### config.mk
export PLATFORM = sky130hd
export DESIGN_NAME = add_or_multiply
export DESIGN_NICKNAME = d
export VERILOG_FILES = /design/src/rtl/add_or_multiply_pkg.sv /design/src/rtl/add_or_multiply_multiplier.sv /design/src/rtl/add_or_multiply.sv
export SDC_FILE = /design/constraint.sdc
export NUM_CORES = 1
export LEC_CHECK = 0
export CAP_MARGIN = 20
export CORE_MARGIN = 3
export CORE_UTILIZATION = 53
export CTS_CLUSTER_DIAMETER = 120
export CTS_CLUSTER_SIZE = 12
export DETAILED_ROUTE_END_ITERATION = 12
export PLACE_DENSITY = 0.83
export SYNTH_ARGS = -nofsm -noshare
export SYNTH_HDL_FRONTEND = slang
export SYNTH_HIERARCHICAL = 1
export SYNTH_SLANG_ARGS = --single-unit
### constraint.sdc
create_clock -name clk_i -period 4.9 [get_ports clk_i]
set_input_delay 0.98 -clock clk_i [delete_from_list [all_inputs] [get_ports clk_i]]
set_output_delay 0.98 -clock clk_i [all_outputs]
set_load 0.05 [all_outputs]
### src/rtl/add_or_multiply_pkg.sv
// Shared constants for the add_or_multiply datapath: default widths and
// the encoding of the operation select.
package add_or_multiply_pkg;

   localparam int IN_W_DEF  = 4;
   localparam int OUT_W_DEF = 8;

   localparam logic SEL_ADD = 1'b0;
   localparam logic SEL_MUL = 1'b1;

endpackage : add_or_multiply_pkg

### src/rtl/add_or_multiply_multiplier.sv
// Purely combinational IN_W x IN_W unsigned array multiplier built from
// explicit shifted partial products that are summed into a 2*IN_W result.
module shift_add_multiplier #(
   parameter int IN_W = 4
) (
   input  logic [IN_W-1:0]   input1,
   input  logic [IN_W-1:0]   input2,
   output logic [2*IN_W-1:0] product
);

   localparam int PW = 2 * IN_W;

   logic [PW-1:0] w_pp [IN_W];
   logic [PW-1:0] w_sum;

   // Row i is operand A gated by bit i of operand B, weighted by 2^i.
   for (genvar gi = 0; gi < IN_W; gi++) begin : g_pp
      assign w_pp[gi] = {{IN_W{1'b0}}, input1 & {IN_W{input2[gi]}}} << gi;
   end

   always_comb begin
      w_sum = '0;
      for (int i = 0; i < IN_W; i++) begin
         w_sum = w_sum + w_pp[i];
      end
   end

   assign product = w_sum;

endmodule : shift_add_multiplier

### src/rtl/add_or_multiply.sv
// Registered add/multiply selector: both paths are evaluated every cycle,
// a 2:1 mux picks one, and a single output register holds the result.
module add_or_multiply
   import add_or_multiply_pkg::*;
#(
   parameter int IN_W  = IN_W_DEF,
   parameter int OUT_W = OUT_W_DEF
) (
   input  logic             clk_i,
   input  logic             reset_n,
   input  logic             sel,
   input  logic [IN_W-1:0]  input1,
   input  logic [IN_W-1:0]  input2,
   output logic [OUT_W-1:0] selected
);

   logic [2*IN_W-1:0] w_product;
   logic [OUT_W-1:0]  w_product_ext;
   logic [OUT_W-1:0]  w_sum;
   logic [OUT_W-1:0]  w_next;
   logic [OUT_W-1:0]  r_selected;

   shift_add_multiplier #(
      .IN_W (IN_W)
   ) u_mult (
      .input1  (input1),
      .input2  (input2),
      .product (w_product)
   );

   // Summing at OUT_W width keeps the carry out of the operand width.
   assign w_sum         = OUT_W'(input1) + OUT_W'(input2);
   assign w_product_ext = OUT_W'(w_product);
   assign w_next        = (sel == SEL_MUL) ? w_product_ext : w_sum;

   // reset_n is active-high despite its name.
   always_ff @(posedge clk_i) begin
      if (reset_n) begin
         r_selected <= '0;
      end else begin
         r_selected <= w_next;
      end
   end

   assign selected = r_selected;

endmodule : add_or_multiply

==> flow_summary.toml, run 1 <==
[run_status]
status = "completed"

[floorplanning]
coreArea_um2 = 1400
rows = 13
ios = 19
dieHeight_um = 45.8
fp.dieW_um = 45.8
dieArea_um2 = 2100
start_util_pct = 60.1

[sta]
min_period_ps = 3910
hold_violations = 0
holdWs_ps = 1460
rsz0062_at_grt = "no"
maxSlewViolCount = 0
setup_ws_ps = 993
setup_viol = 0
worst_slew_pin_slew_ps = 492
slew_headroom_pct = 67.1
tns_ps = 0
clock.fmax_ghz = 0.256
period_share_pct = 79.7

[clock_network]
cts_resized = 0
cts_hold_buf = 0
htreeDepth = 1
cts_tree = "yes"
numCtsBuffers = 3
clock-sinks = 8
clockBufferDepth = 2
post_cts_buffers = 0
clockRootBuffer = "clkbuf_4"
clk_pin_slew_ps = 50

[worst_setup_path]
worst_setup_path_start_kind = "input pin"
arrival_ps = 4050
cp.required_ps = 5040
critical_path_class = "in -> reg"
endpoint_kind = "register"
path_max_fanout = 6

[logic_synthesis]
netlist_area_um2 = 841
yosysSeqAreaShare_pct = 19.0
synth_edf_count = 0
ys_types = 25
synthTopCellsByArea = "dfxtp_1 19%, ha_1 18%, fa_1 14%"
synth_cells = 96
ys_seq_elements = 8
synthDominantCellAreaShare_pct = 19.0
yosysTopAreaCell = "dfxtp_1"
dominantRegCellSynth = "dfxtp_1"
syn_area_per_cell_um2 = 8.76
syn_nets = 125
synth_common_cells = "16 x inv_1, 12 x ha_1, 10 x and2_1, 10 x nand2_1, 8 x dfxtp_1"
async_reset_ff_share_pct = 0
ys_warn_count = 6
yosys.cell_count.top_type = "inv_1"

[placed_design]
hpwl_mm = 1.35
pre_cts_ws_ps = 722
place_congestion = 0.855
dp_cells = 127
io_buffers = 18

[finish]
layout.nets = 146
syn_to_final_growth_pct = 23.7
drive_gt1_share_pct = 6.09
final-instance-count-excl-fill = 130
diodes = 0
largest_reg_flops = 8

[power_and_ir_drop]
powerDensity_nw_per_um2 = 222
power.net_switching_uw = 83.6
p_int_uw = 148
p_seq_share_pct = 31.5
switching_share_pct = 36.2
p_leak_nw = 0.520
irDropWorstVdd_v = 0.0000963
p_comb_share_pct = 48.6
clockPowerShare_pct = 19.9
power_uw = 231

[grt]
grt_pass1_vias = 663
grt_first_pass_wirelength_mm = 2.69
track_usage_pct = 17.7
grt_max_degree = 11
antenna_found_initial = 0
gr-total-overflow = 0

[drt]
vias_per_cell = 5.17
wl_mm = 1.48
route.detailed.drc = 0
drt_iter0_markers = 7
routedWlPerCell_um = 11.4
ant_nets = 0
firstDrtPassIters = 4
vias = 672

[run]
max_cap_viol_count = 0

[worst_hold_path]
hp-class = "in -> reg"
## area by class of cell
| type | instances | area [µm²] |
|---|---|---|
| multi-input cells | 70 | 598 |
| fillers | 108 | 359 |
| repair buffers | 18 | 180 |
| flip-flops and latches | 8 | 160 |
| inverters | 16 | 60.1 |
| clock buffers | 3 | 22.5 |
| well taps | 15 | 18.8 |
## critical path: stages
cell	delay, ps
clkdlybuf4s50_1	570
and2_1	160
ha_1	160
inv_1	60
fa_1	400
xor2_1	170
fa_1	480
inv_1	40
ha_1	200
inv_1	70
fa_1	400
inv_1	60
inv_1	30
a221oi_1	280
## worst paths after layout
check                  from                      to  slack [ps]  depth (start not counted)
hold / removal      reset_n  selected[0]$_SDFF_PP0_        1460                          2
setup / recovery  input1[1]  selected[4]$_SDFF_PP0_         990                         14
## power by group through the flow
stage                     combinational (mW)  sequential [mW]  clock (mW)
after CTS                              0.114           0.0730      0.0478
after global routing                   0.125           0.0731      0.0513
final                                  0.112           0.0729      0.0459
after global placement                 0.110           0.0742           0
after floorplan                       0.0566           0.0971           0
after detailed placement               0.113           0.0743           0
## kinds of logic after synthesis
logic type	share of synthesized area (%)
adder cells (fa/ha/maj)	32.1
flip-flops	19.0
AO/OA/AOI/OAI	11.5
AND/OR/NAND/NOR	19.9
buffers and inverters	9.82
XOR/XNOR	5.21
multiplexers	2.38
## metal layers
layer  vias up  global-route usage (%)  routed length [µm]
met5         -                       0                   0
met4         0                    7.95                   6
met3         2                    1.58                  60
met2        19                    31.8                 792
met1       307                    21.1                 618
li1        344                       -                   -
## per-stage QoR
stage / instance area (µm²) / util, %
after floorplan: 841 / -
final: 1040 / 74.3
after CTS: 1040 / 74.3
after global routing: 1040 / 74.3
after global placement: 1020 / 72.7
after detailed placement: 1020 / 72.7
## cells in the final DEF, fill, tap and decap left out, drive strengths merged
cell and count:
a2111o 1, a21o 2, a21oi 4, a221oi 1, and2 10, clkbuf 3
clkdlybuf4s50 18, dfxtp 8, fa 6, ha 12, inv 16, mux2i 2
nand2 10, nand2b 1, nand3 2, nor2 5, nor2b 4, nor3b 1
o211ai 1, o21ai 2, o21bai 1, xnor2 4, xor2 1
No activity file was read; power rests on OpenSTA's default activity.
==> run 2, diff against run 1 <==
- CORE_UTILIZATION: 53 -> 44
- PLACE_DENSITY: 0.83 -> 0.73
- clock period: 4.9 -> 3.45 ns (I/O delays scaled with it)
==> run 2 against run 1 <==
Net effect: largest power group unchanged; hold slack worse by 480 ps; design area grew 11%; utilization is 8.9 points lower.
==> flow_summary.toml, run 2 (same netlist as run 1, synthesis figures left out) <==
[floorplanning]
ios = 19
dieHeight_um = 49.7
dieArea_um2 = 2470
fp.dieW_um = 49.7
coreArea_um2 = 1760
start_util_pct = 47.7
rows = 15

[sta]
setup_viol = 0
setup_ws_ps = 134
worst_slew_pin_slew_ps = 492
slew_headroom_pct = 67.1
min_period_ps = 3320
maxSlewViolCount = 0
clock.fmax_ghz = 0.302
rsz0062_at_grt = "no"
hold_violations = 0
period_share_pct = 96.1

[power_and_ir_drop]
irDropWorstVdd_v = 0.000124
p_leak_nw = 0.595
powerDensity_nw_per_um2 = 298

[finish]
layout.nets = 153
drive_gt1_share_pct = 18.9
mostFrequentLayoutCell = "inv_1"
layout_common_cells = "15 x inv_1, 14 x clkdlybuf4s50_1, 10 x nand2_1, 10 x ha_1"
largest_reg_flops = 8
fin_util_pct = 65.4
syn_to_final_growth_pct = 37.2
diodes = 0

[run]
max_cap_viol_count = 0

[placed_design]
place_congestion = 0.803
hpwl_mm = 1.35
pre_cts_ws_ps = -326
io_buffers = 18

[drt]
drt_iter0_markers = 0
vias_per_cell = 4.56
ant_nets = 0
firstDrtPassIters = 1
wl_mm = 1.56
route.detailed.drc = 0
vias = 671
routedWlPerCell_um = 10.6

[run_status]
status = "completed"

[worst_setup_path]
critical_path_class = "in -> reg"
path_max_fanout = 3
endpoint_kind = "register"
cp.required_ps = 3590
crit_start = "input1[2]"
arrival_ps = 3460
worst_setup_path_start_kind = "input pin"

[grt]
gr-total-overflow = 0
track_usage_pct = 15.0
grt_max_degree = 11
antenna_found_initial = 0
grt_first_pass_wirelength_mm = 2.82
grt_pass1_vias = 727

[clock_network]
clock-sinks = 8
cts_hold_buf = 0
clockBufferDepth = 2
clk_pin_slew_ps = 50
clockRootBuffer = "clkbuf_4"
post_cts_buffers = 0
cts_tree = "yes"
htreeDepth = 1
numCtsBuffers = 3

[worst_hold_path]
hp-start = "input2[0]"
hp-class = "in -> reg"
-- run 2: cell count changes in the layout (fill, tap and decap cells not counted), sizes merged --
cell,delta
buf,+7
clkdlybuf4s50,-4
dlymetal6s2s,+4
-- run 2: routing by layer --
| layer | GRT usage (%) | up-vias | part of all wire (%) |
|---|---|---|---|
| met5 | 0 | - | 0 |
| met4 | 9.22 | 0 | 2.1 |
| met3 | 2.11 | 4 | 4.7 |
| met2 | 27.5 | 19 | 51 |
| met1 | 15.7 | 290 | 42 |
| li1 | - | 358 | - |
-- run 2: final cells by class --
class                           count  area [µm²]
Multi-Input combinational cell     70         637
Timing Repair Buffer               25         243
Tap cell                           25        31.3
Inverter                           16        60.1
Sequential cell                     8         160
Fill cell                         171         611
Clock buffer                        3        22.5
-- run 2: report_power, final --
| part | internal, mW | total [mW] | switching (mW) |
|---|---|---|---|
| Combinational | 0.0786 | 0.174 | 0.0958 |
| Sequential | 0.102 | 0.104 | 0.00200 |
| Clock | 0.0394 | 0.0657 | 0.0262 |
-- run 2: stage by stage --
stage | hold WS (ps) | instance area, µm² | power (mW) | setup TNS [ps] | cells
2_1_floorplan | 867 | 841 | 0.218 | 0 | 96
3_3_place_gp | 1420 | 1080 | 0.269 | -627 | 144
3_5_place_dp | 1420 | 1080 | 0.274 | -1010 | 144
4_1_cts | 1180 | 1120 | 0.346 | 0 | 147
5_1_grt | 1030 | 1150 | 0.378 | 0 | 147
6_report | 977 | 1150 | 0.344 | 0 | 147
-- run 2: critical path, cell delays in order --
cell	delay (ps)
clkdlybuf4s50_1	440
nand2_1	140
inv_1	60
ha_1	290
a21o_1	190
a21oi_2	140
xnor2_1	90
fa_1	560
inv_1	60
ha_1	290
a21o_1	170
a21oi_2	140
xnor2_1	70
and2_1	130
-- run 2: final timing paths --
path	slack (ps)	endpoint	cells after the start
setup / recovery	130	selected[6]$_SDFF_PP0_	14
hold / removal	980	selected[0]$_SDFF_PP0_	5
-- run 2: repair_timing --
item                                   CTS  global route
gates resized for setup                  4            10
endpoints found under the hold margin    0             0
pin swaps                                0             5
setup endpoints to repair                2             4
